===== config.mk =====
export PLATFORM = sky130hd
export DESIGN_NAME = acc_sequencer
export DESIGN_NICKNAME = d
export VERILOG_FILES = /design/src/rtl/acc_sequencer.sv
export SDC_FILE = /design/constraint.sdc
export NUM_CORES = 1
export LEC_CHECK = 0
export ABC_CLOCK_PERIOD_IN_PS = 1550
export CAP_MARGIN = 30
export CORE_MARGIN = 2
export CORE_UTILIZATION = 25
export DETAILED_ROUTE_END_ITERATION = 6
export HOLD_SLACK_MARGIN = 0.06
export PLACE_DENSITY_LB_ADDON = 0.25
export REMOVE_ABC_BUFFERS = 1
export SETUP_SLACK_MARGIN = 0.5
export SLEW_MARGIN = 15
export SYNTH_ARGS = -nofsm -noshare
export SYNTH_HDL_FRONTEND = slang
export SYNTH_SLANG_ARGS = --single-unit

===== constraint.sdc =====
create_clock -name Clock -period 1.55 [get_ports Clock]
set_input_delay 0.2325 -clock Clock [delete_from_list [all_inputs] [get_ports Clock]]
set_output_delay 0.2325 -clock Clock [all_outputs]
set_load 0.01 [all_outputs]

===== src/rtl/acc_sequencer.sv =====
// acc_sequencer: three-phase accumulator sequencer driving an external adder/subtractor
module acc_sequencer (
    input  logic       Clock,
    input  logic       Resetn,
    input  logic       Start,
    input  logic [1:0] Op,
    input  logic [3:0] D,
    input  logic [3:0] S,
    input  logic       Cout,
    input  logic       OVR,
    output logic       AddSub,
    output logic [3:0] A,
    output logic [3:0] B,
    output logic [3:0] ACC,
    output logic [3:0] Flags,
    output logic       Sticky,
    output logic       Busy,
    output logic       Done
);
    typedef enum logic [1:0] {IDLE, EXEC, WB} state_t;
    typedef enum logic [1:0] {OP_LOAD, OP_ADD, OP_SUB, OP_CLR} op_t;

    state_t     state, state_nx;
    op_t        op_r;
    logic [3:0] br;

    assign A      = ACC;
    assign B      = br;
    assign Busy   = (state != IDLE);
    assign Done   = (state == WB);
    assign AddSub = (state == EXEC) && (op_r == OP_SUB);

    // state register; reset aborts any operation in flight
    always_ff @(posedge Clock or negedge Resetn)
        if (!Resetn) state <= IDLE;
        else         state <= state_nx;

    // next state: EXEC and WB are fixed single cycles, Start only matters in IDLE
    always_comb begin
        state_nx = IDLE;
        case (state)
            IDLE:    state_nx = Start ? EXEC : IDLE;
            EXEC:    state_nx = WB;
            default: state_nx = IDLE;
        endcase
    end

    // operand capture in IDLE, result commit at the EXEC->WB edge once the adder has settled
    always_ff @(posedge Clock or negedge Resetn)
        if (!Resetn) begin
            op_r   <= OP_LOAD;
            br     <= '0;
            ACC    <= '0;
            Flags  <= '0;
            Sticky <= 1'b0;
        end else begin
            if (state == IDLE && Start) begin
                op_r <= op_t'(Op);
                br   <= D;
            end
            if (state == EXEC)
                case (op_r)
                    OP_LOAD: begin
                        ACC        <= br;
                        Flags[3:2] <= {br == 4'd0, br[3]};
                    end
                    OP_CLR: begin
                        ACC    <= '0;
                        Flags  <= 4'b1000;
                        Sticky <= 1'b0;
                    end
                    default: begin
                        ACC    <= S;
                        Flags  <= {S == 4'd0, S[3], Cout, OVR};
                        Sticky <= Sticky | OVR;
                    end
                endcase
        end
endmodule


==> impl_metrics.py <==
metrics = {
    "timing": {
        "fin_setup_tns_ns": 0,
        "timing.final.crit_share_pct": 90.6,
        "fmax_mhz": 712,
        "min_period_ns": 1.40,
        "relSlewSlack_pct": 83.8,
        "hold_violations": 0,
        "setup_violations": 0,
        "fin_worst_skew_ns": 0.00222,
        "rsz0062_at_grt": "true",
        "drv_slew": 0,
        "finalWorstSetupSlack_ns": 0.146,
        "worst_slew_pin_slew_ns": 0.240,
    },
    "clock_network": {
        "htreeDepth": 1,
        "cts.clk_slew.worst_paths_ns": 0.09,
        "insertion_delay_ns": 0.28,
        "cts_tree": "done",
        "cts_root_buffer": "clkbuf_4",
        "cts_sinks": 16,
        "cts_buffer_depth": 2,
        "cts_buffers": 3,
    },
    "global_route": {
        "grt_pass1_wl_um": 2930,
        "use_met1_pct": 15.2,
        "gr-total-overflow": 0,
        "grt_max_degree": 17,
        "antenna_found_initial": 0,
        "gr-usage-met2_pct": 15.7,
        "grt.total_usage_pct": 11.2,
        "busiest_layer": "met2",
        "globalRouteMet3Util_pct": 2.77,
        "grt_pass1_vias": 640,
    },
    "pwr": {
        "p_per_area_mw_per_mm2": 1490,
        "finalPower_mw": 1.93,
        "max-vdd-ir-drop_mv": 0.436,
        "leakagePower_nw": 0.625,
    },
    "route": {
        "detail_route.first_pass.iterations": 2,
        "route.detailed.drc": 0,
        "wl_um": 1860,
        "num_vias": 694,
        "drtIter0Drc": 15,
        "drtAntennaViolNets": 0,
        "viasPerCell": 4.16,
        "wl_per_cell_um": 11.1,
    },
    "finish": {
        "antennaDiodeCount": 0,
        "area_delta_synth_final_pct": 62.7,
        "fin_nets": 142,
        "drive_above_1_share_pct": 46.3,
        "stdcell_count": 167,
    },
    "die": {
        "die_h_um": 60.5,
        "core_mm2": 0.00305,
        "die_w_um": 60.5,
        "placementRows": 20,
        "pin_count": 35,
        "die_area_mm2": 0.00366,
        "start_util_pct": 26.1,
    },
    "outcome": {
        "status": "finished clean",
    },
    "synth": {
        "synth_warnings": 0,
        "syn_area_per_cell_um2": 10.9,
        "syn_area_um2": 798,
        "syn_inst": 73,
        "synthTopCellsByArea": "dfrtp_1, mux2_2, nand3b_1",
        "yosys.area.top_type": "dfrtp_1",
        "async_flop_share_pct": 100,
        "ys_types": 21,
        "synth-main-ff-cell": "dfrtp_1",
        "synth_edf_count": 0,
        "ys_seq_area_share_pct": 50.2,
        "yosys_register_bits": 16,
        "synth_top_area_share_pct": 50.2,
    },
    "run": {
        "max_cap_violations": 0,
    },
    "critical_path": {
        "critPathRequiredTime_ns": 1.73,
        "path_class": "flip-flop to flip-flop",
        "crit_arrival_ns": 1.58,
        "start_kind": "flip-flop",
        "end_kind": "flip-flop",
        "path_max_fanout": 7,
    },
    "place": {
        "place_congestion": 0.692,
        "placed_cells": 145,
        "port_buffers": 34,
        "dp_hpwl_um": 1310,
        "post-place-ws_ns": 0.0481,
    },
    "hold_path": {
        "min_path_type": "primary input to async pin",
    },
}
layout by cell type, fill, tap and decap left out:
cell,netlist,final
a21oi_1,2,2
a31oi_1,5,5
and2_1,1,1
buf_2,1,18
buf_4,5,16
buf_6,0,6
clkbuf_4,0,3
clkbuf_8,0,1
clkdlybuf4s50_1,0,14
dfrtp_1,16,16
ha_1,3,1
ha_2,0,2
inv_1,4,3
inv_2,0,1
mux2_4,0,6
mux2i_1,1,1
nand2_1,6,6
nand2b_4,0,1
nand3b_1,7,7
nor2_1,5,5
nor2_8,1,1
nor2b_1,1,1
nor3b_4,0,1
nor4_1,2,2
o21ai_0,2,2
or2_4,1,1
routing by layer:
layer  part of all wire [%]  wire length [um]
met5                      0                 0
met3                    8.6               160
met4                    2.6                48
met1                     44               820
met2                     45               828
stage by stage:
| step | instance area (um2) | hold WS [ns] | utilization [%] |
|---|---|---|---|
| after floorplan | 748 | -0.0631 | - |
| after global placement | 1160 | 0.516 | 38.0 |
| after detailed placement | 1160 | 0.510 | 38.0 |
| after CTS | 1220 | 0.265 | 40.1 |
| after global routing | 1300 | 0.272 | 42.5 |
| final | 1300 | 0.258 | 42.5 |
cell families after synthesis:
kind of cell,after synthesis,synth area share (%)
buffers and inverters,12,8.15
adder cells (fa/ha/maj),3,4.70
flip-flops,16,50.2
multiplexers,7,9.72
AO/OA/AOI/OAI,9,6.43
AND/OR/NAND/NOR,26,20.8
sequential cells by signal, summed over array words and instances, names as in the netlist:
signal,cells
A,3
op_r,2
Flags,4
state,2
B,4
Sticky,1
cells in the mapped netlist, drive strengths merged (2+ instances only):
master	count
mux2	6
nand3b	7
dfrtp	16
a31oi	5
ha	3
nor4	2
buf	6
clkbuf	2
a21oi	2
nor2	6
o21ai	2
nand2	6
inv	4
cell type report:
cell class              instances  area, um2
clock buffers                   4       36.3
fillers                       316       1750
inverters                       4       15.0
multi-input cells              45        374
flip-flops and latches         16        400
well taps                      44       55.1
repair buffers                 54        418
where the power goes:
part | leakage (nW) | switching, mW | internal, mW | total [mW]
Sequential | 0.189 | 0.0886 | 0.564 | 0.652
Clock | 0.0210 | 0.129 | 0.143 | 0.272
Combinational | 0.415 | 0.439 | 0.569 | 1.01
Total | 0.625 | 0.656 | 1.28 | 1.93
timing repair:
| action | 4_1_cts | 5_1_grt |
|---|---|---|
| hold buffers | 0 | 0 |
| endpoints found under the setup margin | 34 | 35 |
| pin swaps | 2 | 4 |
| buffers inserted | 12 | 6 |
| resized for setup | 91 | 6 |
worst max-delay path, stage by stage (launching register included):
cell	delay [ns]
dfrtp_1	0.41
or2_4	0.27
buf_6	0.13
nor2_8	0.17
mux2_4	0.32
worst paths after layout:
path,slack [ns],to,start,cells after the start
max in group asynchronous,1.12,op_r[1],Resetn,2
min,0.26,A[2],Resetn,2
max,0.15,op_r[1],state[1],4
min in group Clock,0.51,Flags[1],Cout,3
max reg2reg,0.15,op_r[1],state[1],4
min reg2reg,0.52,Flags[0],Flags[0],2
(Power assumes the default switching activity.)
